--- src/rtl/cpu_pkg.sv ---
// Shared core definitions: branch condition codes, flag bit positions and the
// 16-bit adder used by datapath blocks of that width.
package cpu_pkg;

   typedef enum logic [2:0] {
      NEQ    = 3'b000,
      EQ     = 3'b001,
      GT     = 3'b010,
      LT     = 3'b011,
      GTE    = 3'b100,
      LTE    = 3'b101,
      OVFL   = 3'b110,
      UNCOND = 3'b111
   } cond_t;

   localparam int unsigned FLAG_Z = 0;
   localparam int unsigned FLAG_V = 1;
   localparam int unsigned FLAG_N = 2;

   function automatic logic [15:0] add16(input logic [15:0] a, input logic [15:0] b);
      return a + b;
   endfunction

endpackage

--- src/rtl/branch_cond.sv ---
// Maps a 3-bit branch condition code and the N/V/Z flags to a hit signal.
// Purely combinational.
module branch_cond
   import cpu_pkg::*;
(
   input  logic [2:0] cond,
   input  logic [2:0] flags,
   output logic       hit
);

   logic z;
   logic v;
   logic n;

   assign z = flags[FLAG_Z];
   assign v = flags[FLAG_V];
   assign n = flags[FLAG_N];

   always_comb begin
      hit = 1'b0;
      unique case (cond_t'(cond))
         NEQ:    hit = !z;
         EQ:     hit = z;
         GT:     hit = !z && !n;
         LT:     hit = n;
         GTE:    hit = z || (!z && !n);
         LTE:    hit = n || z;
         OVFL:   hit = v;
         UNCOND: hit = 1'b1;
         default: hit = 1'b0;
      endcase
   end

endmodule

--- src/rtl/pc_unit.sv ---
// Program-counter unit: PC register, next-PC selection, halt state, branch
// flush pulse and a saturating taken-branch counter.
module pc_unit
   import cpu_pkg::*;
#(
   parameter int unsigned         PC_W     = 16,
   parameter int unsigned         OFF_W    = 9,
   parameter int unsigned         INC      = 2,
   parameter logic [PC_W-1:0]     RESET_PC = '0,
   parameter int unsigned         CNT_W    = 16
) (
   input  logic             clk,
   input  logic             rst,
   input  logic             stall,
   input  logic             br,
   input  logic             br_reg,
   input  logic [2:0]       cond,
   input  logic [2:0]       flags,
   input  logic [OFF_W-1:0] offset,
   input  logic [PC_W-1:0]  reg_target,
   input  logic             hlt,
   output logic [PC_W-1:0]  pc,
   output logic [PC_W-1:0]  pc_plus,
   output logic             taken,
   output logic             flush,
   output logic             halted,
   output logic [CNT_W-1:0] br_count
);

   localparam logic [0:0] ST_RUN    = 1'b0;
   localparam logic [0:0] ST_HALTED = 1'b1;

   logic [0:0]       state_q, state_d;
   logic [PC_W-1:0]  pc_q, pc_d;
   logic             flush_q, flush_d;
   logic [CNT_W-1:0] cnt_q, cnt_d;

   logic             hit;
   logic [PC_W-1:0]  off_sx;
   logic [PC_W-1:0]  off_bytes;
   logic [PC_W-1:0]  rel_target;
   logic [PC_W-1:0]  target;
   logic             commit;

   branch_cond u_branch_cond (
      .cond  (cond),
      .flags (flags),
      .hit   (hit)
   );

   // Offset counts 16-bit words; sign-extend then scale to bytes.
   assign off_sx    = PC_W'($signed(offset));
   assign off_bytes = {off_sx[PC_W-2:0], 1'b0};

   generate
      if (PC_W == 16) begin : g_add16
         assign pc_plus    = add16(pc_q, 16'(INC));
         assign rel_target = add16(pc_plus, off_bytes);
      end else begin : g_add_native
         assign pc_plus    = pc_q + PC_W'(INC);
         assign rel_target = pc_plus + off_bytes;
      end
   endgenerate

   assign target = br_reg ? reg_target : rel_target;
   assign halted = (state_q == ST_HALTED);
   assign taken  = br && hit && !halted && !hlt;
   assign commit = taken && !stall;

   always_comb begin
      state_d = state_q;
      pc_d    = pc_q;
      flush_d = 1'b0;
      cnt_d   = cnt_q;
      if (state_q == ST_RUN && !stall) begin
         if (hlt) begin
            state_d = ST_HALTED;
         end else if (taken) begin
            pc_d = target;
         end else begin
            pc_d = pc_plus;
         end
      end
      if (commit) begin
         flush_d = 1'b1;
         if (cnt_q != {CNT_W{1'b1}}) begin
            cnt_d = cnt_q + CNT_W'(1);
         end
      end
   end

   always_ff @(posedge clk or posedge rst) begin
      if (rst) begin
         state_q <= ST_RUN;
         pc_q    <= RESET_PC;
         flush_q <= 1'b0;
         cnt_q   <= '0;
      end else begin
         state_q <= state_d;
         pc_q    <= pc_d;
         flush_q <= flush_d;
         cnt_q   <= cnt_d;
      end
   end

   assign pc       = pc_q;
   assign flush    = flush_q;
   assign br_count = cnt_q;

endmodule

--- config.mk ---
export PLATFORM = sky130hd
export DESIGN_NAME = pc_unit
export DESIGN_NICKNAME = d
export VERILOG_FILES = /design/src/rtl/cpu_pkg.sv /design/src/rtl/branch_cond.sv /design/src/rtl/pc_unit.sv
export SDC_FILE = /design/constraint.sdc
export NUM_CORES = 1
export LEC_CHECK = 0
export CAP_MARGIN = 20
export CORE_UTILIZATION = 48
export DETAILED_ROUTE_END_ITERATION = 7
export GPL_ROUTABILITY_DRIVEN = 0
export PLACE_DENSITY = 0.8
export SLEW_MARGIN = 20
export SYNTH_ARGS = -nofsm -noshare
export SYNTH_HDL_FRONTEND = slang
export SYNTH_SLANG_ARGS = --single-unit
export TNS_END_PERCENT = 1
--- constraint.sdc ---
create_clock -name clk -period 3.7 [get_ports clk]
set_clock_uncertainty 0.2 [all_clocks]
set_input_delay 0.74 -clock clk [delete_from_list [all_inputs] [get_ports clk]]
set_output_delay 0.74 -clock clk [all_outputs]
set_load 0.005 [all_outputs]
; ---- Yosys cells after proc, flatten, opt, wreduce, memory -nomap -nowiden
; Index checks and enable logic that the tools add are counted.
; W data, S select, Z words.
[totals]
regBits = 34
input_bits = 37
out_inout_bits = 51
elab_cells = 38
[classes]
n_addsub = 3
eq_ne = 8
mux = 4
bitwise = 2
n_reduce_logical = 17
[op_table]
columns = operator, n
row1 = $mux W16, 2
row2 = $add A16 B1 Y16 const B, 1
row3 = $add A16 B16 Y16, 1
row4 = $add A16 B2 Y16 const B, 1
row5 = $ne A16 B16 Y1 const B, 1
row6 = $eq A3 B3 Y1 const B, 4
row7 = $pmux W1 S8, 1
row8 = $eq A3 B2 Y1 const B, 2
row9 = $logic_and A1 B1 Y1, 6
row10 = $reduce_and A2 Y1, 3
row11 = $logic_not A1 Y1, 5
row12 = $eq A3 B1 Y1 const B, 1
row13 = $logic_not A3 Y1, 1
row14 = $logic_or A1 B1 Y1, 2
row15 = $not A1 Y1, 2
row16 = $mux W1, 1

; ---- Depth between registers and ports, before layout
; Gate-level depths: netlist of run 1.
[depth]
depth_word = 9
mapped_depth = 12
depth_no_buf = 12

; ---- Hierarchy
; Synthesis of run 1 repeated with hierarchy kept, for this count alone.
[unflattened]
cells_unflattened = 319
hier_area_um2 = 2750.1
[modules_own_cells]
columns = module, n_inst, cells_each, area_per_inst_um2, seq_area_each_um2
row1 = pc_unit, 1, 308, 2673.8, 850.8
row2 = branch_cond, 1, 11, 76.3, 0.0

; ---- Least setup slack after synthesis of run 1
; Ideal clock, no wire load.
[synth_path]
path_type = register to register
start = reg pc_q[1], in the netlist pc[1]
end = reg pc_q[13], in the netlist pc[13]
setup_time_ns = 0.132
arrival_time_ns = 2.712
t_required_ns = 3.368
slack_ns = 0.656
path_stages_with_launch = 11
n_path_buf = 0
period_less_slack_ns = 3.044
path_cell_list = dfrtp_1 > ha_1 > nand2_1 > nor3_1 > and3_1 > xor2_1 > ha_1 > nor3b_1 > mux2_2 > a2111oi_0 > nor2_1
[synth_between]
elab_chain_len = 4
[synth_lines]
columns = element, line
row1 = "start, declared", pc_unit.sv:34  ; logic [PC_W-1:0] pc_q, pc_d;
row2 = "start signal, assigned", pc_unit.sv:100  ; pc_q <= pc_d;
row3 = $add A16 B2 Y16 *, cpu_pkg.sv:21  ; return a + b;
row4 = net pc_plus[13], pc_unit.sv:23  ; output logic [PC_W-1:0] pc_plus,
row5 = $add A16 B16 Y16, cpu_pkg.sv:21
row6 = $mux W16, pc_unit.sv:65  ; assign target = br_reg ? reg_target : rel_target;
row7 = $mux W16 *, pc_unit.sv:78  ; end else if (taken) begin
; Mark *: on every way through the listed nets, which the timed path passes. The rest lies on a longest branch.
; A chain may end at the register's enable or synchronous reset.

; ---- Final worst setup path of run 1
[layout_path]
start = reg pc_q[1], in the netlist pc[1]
end = out pc_plus[13]
[layout_between]
elab_chain_len = 1
[layout_lines]
columns = element, line
row1 = $add A16 B2 Y16, cpu_pkg.sv:21
row2 = "end, declared", pc_unit.sv:23
; Every way passes these cells.

==> summary.md, run 1 <==
| Metric | Value |
|---|---|
| First-pass GRT wire length | `12.92 mm` |
| Slew HR | `63.03%` |
| Antenna fix cells | `0` |
| R2R Path Start | `pc[5]` |
| Drt total wl | `8.045 mm` |
| Crit end category | `output pin` |
| Vias in the first global route | `2760` |
| Post-CTS Setup Inserts | `0` |
| Antenna violations before repair | `0` |
| Seq/Total Area, Yosys | `30.12%` |
| Row cnt | `27` |
| Max Clock Freq | `282.9 MHz` |
| Synth Instances | `332` |
| Setup TNS | `0 ns` |
| YS warnings | `0` |
| P&R area growth vs syn | `40.48%` |
| Avg Vias per Cell | `5.820` |
| Least-Margin Pin Slew | `0.5495 ns` |
| CP max FO | `5` |
| Synth Cell Area | `2825 µm²` |
| Synthesized area per cell | `8.510 µm²` |
| Yosys cell types | `56` |
| Max stage delay on crit path | `0.54 ns` |
| Sequential cell area | `850.8 µm²` |
| Number of synthesized register bits | `34` |
| Worst-Skew Late Latency | `0.29 ns` |
| Worst setup SP type | `flop` |
| Hold depth | `1` |
| FILL cells | `443` |
| Port bufs | `87` |
| Die area | `6197 µm²` |
| Largest net degree at the start of global routing | `35` |
| Worst-path clk slew | `0.08 ns` |
| Syn Nets | `389` |
| Status | `completed` |
| DP Wirelength | `5.999 mm` |
| Drt wl/cell | `16.25 µm` |
| Shortest period the worst path allows | `3.535 ns` |
| Leak pwr | `1.709 nW` |
| H-tree depth | `2` |
| Nets | `479` |
| Multi-input logic area | `1889 µm²` |
| Share of the synthesized area in the top cell type | `30.12%` |
| EDFF count, synth | `0` |
| Synth area leader | `dfrtp_1` |
| Critical path arrival | `2.60 ns` |
| Iteration-0 DRC count of the detailed router | `155` |
| Area of the core | `5574 µm²` |
| CP required | `2.76 ns` |
| Congestion Overflow GR | `0` |
| Initial core utilization | `50.68%` |
| Slew Limit Fails | `0` |
| RSZ-0062 raised after global routing | `false` |
| Critical Path Slowest Stage Cell | `clkdlybuf4s50_1` |
| DR pass1 iterations | `4` |
| Share of layout cells above drive strength 1 | `8.747%` |
| Max Cap Viol | `0` |
| Antenna violation net count after detailed routing | `0` |
| Tot GR Track Use | `26.62%` |
| Fin crit share | `95.55%` |
| CTS Buffer Depth | `2` |
| TritonCTS Buffers | `5` |
| Top post-synthesis cells by area | `dfrtp_1, ha_1, xnor2_1` |
| Worst R2R Path Depth | `11` |
| DR DRC count | `0` |
| R2R Setup Slk | `0.29 ns` |
| Hold WC Path Type | `flop to flop` |
| Clk sinks | `34` |
| Top_reg_cell synth | `dfrtp_1` |
| Top-Level Pins | `88` |
| Async set or reset register ratio after synthesis | `100.0%` |
| Crit path cell chain | `ha_1, nand2_1, nor3_2, and3_1, xor2_2, clkdlybuf4s50_1` |
| Worst Hold Launch | `br_count[4]` |
| CTS tree | `built` |
| PD cells | `341.1 nW/µm²` |
| Die width | `78.72 µm` |
| Final hold viol count | `0` |
| Die Y-Extent | `78.72 µm` |
| Total chip power | `0.001354 W` |
| Root Buffer | `clkbuf_8` |
| Vias | `2881` |
| Maximum vdd ir drop | `0.0002266 V` |
| RR Endpoint | `pc[13]` |
| Hold EP | `br_count[4]` |
| Final setup viols | `0` |
| CP Class | `flop to output pin` |
==> repair_timing <==
action	CTS	global route
hold buffers	0	0
endpoints found under the setup margin	1	4
gates resized for setup	1	6
==> registers in the layout, indices dropped and copies added (netlist names) <==
name      cells
br_count     16
halted        1
pc           16
flush         1
==> area by class of cell <==
cell class / instances / area share, %
clock inverter: 3 / 1.734
tap: 72 / 2.270
inverter: 16 / 1.576
sequential: 34 / 21.44
multi-input combinational: 269 / 47.60
timing repair buffer: 96 / 23.64
clock buffer: 5 / 1.734
==> worst max-delay path by stage <==
stage          startpoint          end  cells after the start
4_1_cts             pc[3]  pc_plus[12]                      6
3_5_place_dp    offset[0]       pc[13]                     10
2_1_floorplan       pc[1]       pc[13]                     10
5_1_grt             pc[2]  pc_plus[13]                      6
6_report            pc[1]  pc_plus[13]                      6
3_3_place_gp    offset[0]       pc[13]                     10
==> cell usage in the layout, fill, tap and decap left out, drive strengths merged, types with 8 or more instances in the layout <==
master / n
nand2: 31
nor3: 14
buf: 9
a21oi: 22
nor2: 21
ha: 19
o21ai: 25
nand3: 14
inv: 16
clkdlybuf4s50: 87
and3: 8
xnor2: 22
xor2: 15
dfrtp: 34
nand4: 12
==> cells in the mapped netlist (2+ instances only) <==
library cell,number
dfrtp_1,34
nand2_1,30
a21oi_1,22
xnor2_1,22
o21ai_0,20
ha_1,19
nor2_1,19
xor2_1,15
inv_1,14
nand3_1,13
nor3_1,13
nand4_1,12
clkbuf_1,9
and3_1,8
a21o_1,5
o21a_1,5
o21ai_1,5
a211oi_1,4
mux2i_1,4
nor3b_1,4
o211ai_1,4
o22ai_1,4
mux2_1,3
nand2b_1,3
a2111oi_0,2
a2bb2oi_1,2
a31oi_1,2
and4b_1,2
buf_4,2
mux2_2,2
nor2_2,2
nor2b_1,2
o311ai_1,2
==> kinds of logic (layout without fill, tap and decap cells) <==
family / after synthesis / count (layout) / synth area share (%)
xor gates and xnor gates: 37 / 37 / 11.47
AOI/OAI and AO/OA: 85 / 85 / 19.00
muxes: 9 / 9 / 3.410
buffers and inverters: 29 / 120 / 4.473
DFF: 34 / 34 / 30.12
adders and majority gates: 20 / 20 / 9.123
and+or+nand+nor: 118 / 118 / 22.41
==> stage by stage <==
| step | cell area, µm² | hold slack (ns) | setup WS (ns) | utilization, % | instances |
|---|---|---|---|---|---|
| 2_1_floorplan | 2825 | 0.2817 | 0.6557 | - | 332 |
| 3_3_place_gp | 3795 | 0.2919 | 0.06754 | 68.08 | 487 |
| 3_5_place_dp | 3795 | 0.2935 | 0.01652 | 68.08 | 487 |
| 4_1_cts | 3938 | 0.3103 | 0.1050 | 70.64 | 495 |
| 5_1_grt | 3969 | 0.3517 | 0.008165 | 71.20 | 495 |
| 6_report | 3969 | 0.3133 | 0.1646 | 71.20 | 495 |
==> worst max-delay path: cells and delay by family (launching register included) <==
family,cells,cell delay [ns]
adders and majority gates,1,0.26
and+or+nand+nor,3,0.82
DFF,1,0.45
xor gates and xnor gates,1,0.23
buffers and inverters,1,0.54
==> per-layer routing <==
metal / vias to the layer above / global-route usage [%] / wire [µm]
li1: 1385 / - / -
met1: 1366 / 34.70 / 3512
met2: 117 / 44.43 / 3886
met3: 13 / 4.483 / 489
met4: 0 / 9.259 / 157
met5: - / 0 / 0
==> where the power goes <==
group	total, W	internal, W	switching (W)
Sequential	0.000433	0.000393	0.0000401
Combinational	0.000500	0.000260	0.000240
Clock	0.000421	0.000270	0.000151
(Power assumes the default switching activity.)
==> run 2: changes to the inputs <==
SLEW_MARGIN = 5   (was 20)
==> results of run 2 <==
Same layout as run 1: the final DEF is identical, and so are final timing and power.
